### config.mk
export PLATFORM = sky130hd
export DESIGN_NAME = pwm_duty_monitor
export DESIGN_NICKNAME = d
export VERILOG_FILES = /design/src/rtl/pwm_mon_pkg.sv /design/src/rtl/pwm_edge_sync.sv /design/src/rtl/pwm_duty_monitor.sv
export SDC_FILE = /design/constraint.sdc
export NUM_CORES = 1
export LEC_CHECK = 0
export CAP_MARGIN = 20
export CORE_AREA = 2 2 91 93
export DETAILED_ROUTE_END_ITERATION = 7
export DIE_AREA = 0 0 93 95
export HOLD_SLACK_MARGIN = 0.1
export SKIP_CTS_REPAIR_TIMING = 1
export SYNTH_ARGS = -nofsm -noshare
export SYNTH_HDL_FRONTEND = slang
export SYNTH_SLANG_ARGS = --single-unit
### constraint.sdc
create_clock -name clk -period 2.6 [get_ports clk]
set_input_delay 0.52 -clock clk [delete_from_list [all_inputs] [get_ports clk]]
set_output_delay 0.52 -clock clk [all_outputs]
set_load 0.03 [all_outputs]
### src/rtl/pwm_mon_pkg.sv
// ============================================================================
// Module : pwm_mon_pkg
// Brief  : Shared types and constants for the PWM duty monitor.
// Rev    : 1.0 - initial release
// ============================================================================
`default_nettype none

package pwm_mon_pkg;

   typedef enum logic [0:0] {
      IDLE = 1'b0,
      MEAS = 1'b1
   } state_e;

   localparam int CNT_W_DEFAULT = 16;
   localparam int TIMEOUT_MIN   = 2;

   // The period counter must reach TIMEOUT without wrapping.
   function automatic bit timeout_legal(input int timeout, input int cnt_w);
      return (timeout >= TIMEOUT_MIN) &&
             (longint'(timeout) <= ((longint'(1) << cnt_w) - 1));
   endfunction

endpackage

`default_nettype wire

### src/rtl/pwm_edge_sync.sv
// ============================================================================
// Module : pwm_edge_sync
// Brief  : 2-FF synchronizer, optional 3-sample majority filter
//          (PWM_MON_GLITCH_FILTER_EN) and rising-edge detector.
// Rev    : 1.0 - initial release
// ============================================================================
`default_nettype none

module pwm_edge_sync
   import pwm_mon_pkg::*;
(
   input  logic clk,
   input  logic rst_n,
   input  logic pwm_i,
   output logic s_o,
   output logic rise_o
);

   logic sync1_q;
   logic sync2_q;
   logic s_dly_q;
   logic s_w;

   always_ff @(posedge clk or negedge rst_n) begin
      if (!rst_n) begin
         sync1_q <= 1'b0;
         sync2_q <= 1'b0;
      end else begin
         sync1_q <= pwm_i;
         sync2_q <= sync1_q;
      end
   end

`ifdef PWM_MON_GLITCH_FILTER_EN
   // Majority over three consecutive samples: single-cycle pulses and
   // dropouts vanish, longer runs keep their length (delayed by 2 cycles).
   logic [2:0] win_q;

   always_ff @(posedge clk or negedge rst_n) begin
      if (!rst_n) begin
         win_q <= 3'b000;
      end else begin
         win_q <= {win_q[1:0], sync2_q};
      end
   end

   assign s_w = (win_q[0] & win_q[1]) | (win_q[0] & win_q[2]) | (win_q[1] & win_q[2]);
`else
   assign s_w = sync2_q;
`endif

   always_ff @(posedge clk or negedge rst_n) begin
      if (!rst_n) begin
         s_dly_q <= 1'b0;
      end else begin
         s_dly_q <= s_w;
      end
   end

   assign s_o    = s_w;
   assign rise_o = s_w & ~s_dly_q;

endmodule

`default_nettype wire

### src/rtl/pwm_duty_monitor.sv
// ============================================================================
// Module : pwm_duty_monitor
// Brief  : Measures high time and period of each full PWM period and flags
//          stuck-high / stuck-low inputs. Optional glitch filter is enabled
//          by defining PWM_MON_GLITCH_FILTER_EN.
// Rev    : 1.0 - initial release
// ============================================================================
`default_nettype none

module pwm_duty_monitor
   import pwm_mon_pkg::*;
#(
   parameter int CNT_W   = CNT_W_DEFAULT,
   parameter int TIMEOUT = 1000
) (
   input  logic             clk,
   input  logic             rst_n,
   input  logic             ena,
   input  logic             pwm_in,
   output logic [CNT_W-1:0] high_cnt,
   output logic [CNT_W-1:0] period_cnt,
   output logic             meas_valid,
   output logic             stuck_high,
   output logic             stuck_low
);

   localparam logic [CNT_W-1:0] TIMEOUT_C = CNT_W'(TIMEOUT);
   localparam logic [CNT_W-1:0] ONE_C     = CNT_W'(1);

   if (!timeout_legal(TIMEOUT, CNT_W)) begin : g_timeout_illegal
      $error("pwm_duty_monitor: TIMEOUT out of range for CNT_W");
   end

   logic s_w;
   logic rise_w;

   state_e           state_q,      state_d;
   logic [CNT_W-1:0] per_ctr_q,    per_ctr_d;
   logic [CNT_W-1:0] hi_ctr_q,     hi_ctr_d;
   logic [CNT_W-1:0] high_cnt_q,   high_cnt_d;
   logic [CNT_W-1:0] period_cnt_q, period_cnt_d;
   logic             meas_valid_q, meas_valid_d;
   logic             stuck_high_q, stuck_high_d;
   logic             stuck_low_q,  stuck_low_d;

   pwm_edge_sync u_edge_sync (
      .clk    (clk),
      .rst_n  (rst_n),
      .pwm_i  (pwm_in),
      .s_o    (s_w),
      .rise_o (rise_w)
   );

   always_ff @(posedge clk or negedge rst_n) begin
      if (!rst_n) begin
         state_q      <= IDLE;
         per_ctr_q    <= '0;
         hi_ctr_q     <= '0;
         high_cnt_q   <= '0;
         period_cnt_q <= '0;
         meas_valid_q <= 1'b0;
         stuck_high_q <= 1'b0;
         stuck_low_q  <= 1'b0;
      end else begin
         state_q      <= state_d;
         per_ctr_q    <= per_ctr_d;
         hi_ctr_q     <= hi_ctr_d;
         high_cnt_q   <= high_cnt_d;
         period_cnt_q <= period_cnt_d;
         meas_valid_q <= meas_valid_d;
         stuck_high_q <= stuck_high_d;
         stuck_low_q  <= stuck_low_d;
      end
   end

   always_comb begin
      state_d      = state_q;
      per_ctr_d    = per_ctr_q;
      hi_ctr_d     = hi_ctr_q;
      high_cnt_d   = high_cnt_q;
      period_cnt_d = period_cnt_q;
      meas_valid_d = 1'b0;
      stuck_high_d = stuck_high_q;
      stuck_low_d  = stuck_low_q;

      if (!ena) begin
         state_d      = IDLE;
         per_ctr_d    = '0;
         hi_ctr_d     = '0;
         stuck_high_d = 1'b0;
         stuck_low_d  = 1'b0;
      end else begin
         case (state_q)
            IDLE: begin
               per_ctr_d = '0;
               hi_ctr_d  = '0;
               if (rise_w) begin
                  state_d      = MEAS;
                  per_ctr_d    = ONE_C;
                  hi_ctr_d     = ONE_C;
                  stuck_high_d = 1'b0;
                  stuck_low_d  = 1'b0;
               end
            end
            MEAS: begin
               // A rise on the timeout cycle still completes the period.
               if (rise_w) begin
                  high_cnt_d   = hi_ctr_q;
                  period_cnt_d = per_ctr_q;
                  meas_valid_d = 1'b1;
                  per_ctr_d    = ONE_C;
                  hi_ctr_d     = ONE_C;
                  stuck_high_d = 1'b0;
                  stuck_low_d  = 1'b0;
               end else if (per_ctr_q == TIMEOUT_C) begin
                  state_d      = IDLE;
                  per_ctr_d    = '0;
                  hi_ctr_d     = '0;
                  stuck_high_d = s_w;
                  stuck_low_d  = ~s_w;
               end else begin
                  per_ctr_d = per_ctr_q + ONE_C;
                  hi_ctr_d  = hi_ctr_q + {{(CNT_W-1){1'b0}}, s_w};
               end
            end
            default: begin
               state_d = IDLE;
            end
         endcase
      end
   end

   assign high_cnt   = high_cnt_q;
   assign period_cnt = period_cnt_q;
   assign meas_valid = meas_valid_q;
   assign stuck_high = stuck_high_q;
   assign stuck_low  = stuck_low_q;

endmodule

`default_nettype wire

==> out/results.tsv <==
stage	metric	value	unit
status	status	complete, no violations	
critical_path	Req. time, crit path	2.82	ns
die	die area	0.00884	sq mm
logic_synthesis	XOR/XNOR Fraction of Synth Area	6.60	%
logic_synthesis	sequential-to-total area share from yosys stat	58.2	%
placement	DP Wirelength	3830	um
timing	minimum hold slack	0.157	ns
power	clock share of power	44.5	%
finish	layout cell share with drive strength beyond 1	18.5	%
finish	post-layout util	47.6	%
clock_tree	Clock Pin Slew Worst Setup and Hold Paths	0.08	ns
critical_path	CP startpoint kind	flip-flop	
logic_synthesis	post-synthesis register bit count	71	
logic_synthesis	Synth top area share	58.2	%
logic_synthesis	Yosys cell types	31	
power	Switching Share	22.8	%
critical_path	Crit Path Max Fanout	30	
timing	max-slew violation count	0	
clock_tree	CTS tree	done	
drt	DRC errors left	0	
logic_synthesis	syn nets	261	
clock_tree	cts bufs inserted	9	
power	Logic pwr share	3.9	%
critical_path	CP Capture Type	flip-flop	
logic_synthesis	Main synth FF type	dfrtp_1	
critical_path	CP delay by family, top	simple AND/OR/NAND/NOR gates	
die	CORE AREA	0.00793	sq mm
timing	Final min period	2.31	ns
critical_path	Slowest-stage cell, CP	or4b_2	
placement	placed cell area	0.00355	sq mm
logic_synthesis	Synth Warn #	0	
grt	GRT Total Usage	14.3	%
grt	wire length of the first global-routing pass	9670	um
power	register share of total power	51.5	%
critical_path	slowest stage delay, CP	0.59	ns
logic_synthesis	Mean Syn Cell Area	12.1	sq um
die	DIE WIDTH	93	um
clock_tree	clk_lat worst skew	0.36	ns
drt	DRT antenna net count	0	
timing	Slew HR	60.6	%
logic_synthesis	Synth Cell Area	0.00305	sq mm
timing	unrepaired setup endpoints after global routing	no	
finish	Final nets	306	
placement	gp weighted congestion	0.770	
logic_synthesis	combinational family with the most area after synthesis	simple AND/OR/NAND/NOR gates	
finish	fin area	0.00377	sq mm
logic_synthesis	post-synthesis compound-gate area fraction	3.77	%
timing	final setup TNS	0	ns
logic_synthesis	Syn Inst Count	253	
timing	worst-margin pin slew	0.591	ns
logic_synthesis	mux contribution to synthesized area	11.1	%
die	Initial Util	38.5	%
clock_tree	clock sinks	71	
power	total power	2180	uW
drt	drt total wl	5600	um
logic_synthesis	ranking of synthesized cells by area	dfrtp_1, mux2_2, xor2_1	
grt	total gr overflow	0	
logic_synthesis	Post-synth EDFFs	0	
critical_path	CP arrival	2.54	ns
die	Ports	39	
critical_path	kind of critical path	reg -> reg	
finish	diode count	0	
drt	Avg Vias per Cell	5.00	
die	row count	33	
timing	Worst Skew	0.0105	ns
placement	Port Buffers	38	
grt	largest net degree at the start of global routing	33	
logic_synthesis	dominant cell type by area after synthesis	dfrtp_1	
clock_tree	CTS max path bufs	2	
power	Cell Pwr Density	579	mW/mm^2
drt	drt pass-1 iters	4	
logic_synthesis	adder-cell share of the synthesized area	1.64	%
logic_synthesis	Post-Synth Simple-Gate Area	16.1	%
critical_path	Worst Path Buf+Inv	1	
drt	routed length per instance	13.7	um
timing	top achievable clock speed	432	MHz
die	die height	95	um
power	NetSw	498	uW
power	Leak	0.00163	uW
power	VDD IR max	0.000316	V
logic_synthesis	asr flop ratio synth	100	%
grt	vias in the first global route	2059	
drt	initial drt markers	73	
drt	via count of the routed design	2042	
flow_run	Max Cap Violations	0	
critical_path	CP Cell Sequence	inv_1 -> ha_1 -> or4b_2 -> or4_4 -> nand4_4 -> nor2_1	
grt	initial antenna violation count	0	
timing	Tcrit/Tclk final	89.0	%
finish	area grow syn2layout	23.6	%
power	Pint	1680	uW
hold_path	worst min path class	in -> async	
clock_tree	Clock Tree Root	clkbuf_8	
timing	Setup violations, final	0	
clock_tree	H-tree depth	3	
timing	Hold Fails Final Rpt	0	
routing by layer:
layer,up-vias,share of wire (%),track usage (%),wire [um]
met5,-,0,0,0
li1,992,-,-,-
met1,1002,48,18.6,2690
met4,0,2.0,6.99,114
met2,37,45,21.9,2540
met3,11,4.5,4.15,253
power by group through the flow:
stage / sequential (uW) / clock [uW] / combinational, uW
after floorplan: 1160 / 0 / 30.1
after global placement: 1150 / 0 / 87.8
after detailed placement: 1150 / 0 / 88.3
after CTS: 1120 / 1000 / 89.0
after global routing: 1130 / 1050 / 98.1
final: 1120 / 972 / 85.9
flip-flops by register name (all words and copies together) (netlist names):
| register | cells |
|---|---|
| u_edge_sync.sync1_q | 1 |
| meas_valid | 1 |
| stuck_high | 1 |
| u_edge_sync.s_o | 1 |
| state_q | 1 |
| high_cnt | 16 |
| hi_ctr_q | 16 |
| u_edge_sync.s_dly_q | 1 |
| period_cnt | 16 |
| stuck_low | 1 |
| per_ctr_q | 16 |
through the flow:
step | cells | worst slack, ns
2_1_floorplan | 253 | 0.533
3_3_place_gp | 392 | 0.345
3_5_place_dp | 392 | 0.282
4_1_cts | 408 | 0.255
5_1_grt | 408 | 0.124
6_report | 408 | 0.285
layout by cell type (no fill, tap or decap), types with 5 or more instances in the layout:
| master | Yosys | layout |
|---|---|---|
| clkbuf_8 | 0 | 9 |
| and4_1 | 5 | 5 |
| clkdlybuf4s50_1 | 0 | 37 |
| mux2_2 | 30 | 30 |
| inv_1 | 6 | 6 |
| nor2_1 | 24 | 24 |
| dfrtp_1 | 71 | 71 |
| xor2_1 | 15 | 15 |
| o21ai_0 | 8 | 8 |
| nand2_1 | 12 | 12 |
| xnor2_1 | 8 | 8 |
| a21oi_1 | 9 | 9 |
| nand3_1 | 13 | 13 |
| nand4_1 | 10 | 10 |
layout make-up:
class | instances | area, sq um
Fill cell | 724 | 4160
Tap cell | 105 | 131
Timing Repair Buffer | 43 | 425
Inverter | 6 | 22.5
Clock buffer | 9 | 124
Clock inverter | 7 | 96.3
Sequential cell | 71 | 1780
Multi-Input combinational cell | 167 | 1190
worst paths after layout:
| path | from | to | slack [ns] | cells after the start |
|---|---|---|---|---|
| max | per_ctr_q[0] | per_ctr_q[12] | 0.29 | 6 |
| min | rst_n | high_cnt[6] | 0.16 | 1 |
| max reg2reg | per_ctr_q[0] | per_ctr_q[12] | 0.29 | 6 |
| min reg2reg | u_edge_sync.sync1_q | u_edge_sync.s_o | 0.35 | 0 |
| max in group asynchronous | rst_n | period_cnt[10] | 1.78 | 2 |
| min in group clk | u_edge_sync.sync1_q | u_edge_sync.s_o | 0.35 | 0 |
synth_stat cells, types with 2 or more instances:
master / count
and3_1: 2
nor4_1: 4
or3_1: 4
o31ai_1: 3
xor2_1: 15
xnor2_1: 8
nand2_1: 12
inv_1: 6
nand4_1: 10
clkbuf_1: 6
nand3_1: 13
and4_1: 5
buf_6: 3
dfrtp_1: 71
nor3_1: 3
nor2_1: 24
a21oi_1: 9
or4_1: 3
mux2_2: 30
ha_1: 4
o21ai_0: 8
kinds of logic after synthesis:
logic type,Yosys count
adder cells (fa/ha/maj),4
multiplexers,30
flip-flops,71
buffers and inverters,15
XOR/XNOR,23
AND/OR/NAND/NOR,89
AO/OA/AOI/OAI,21
(Power assumes the default switching activity.)
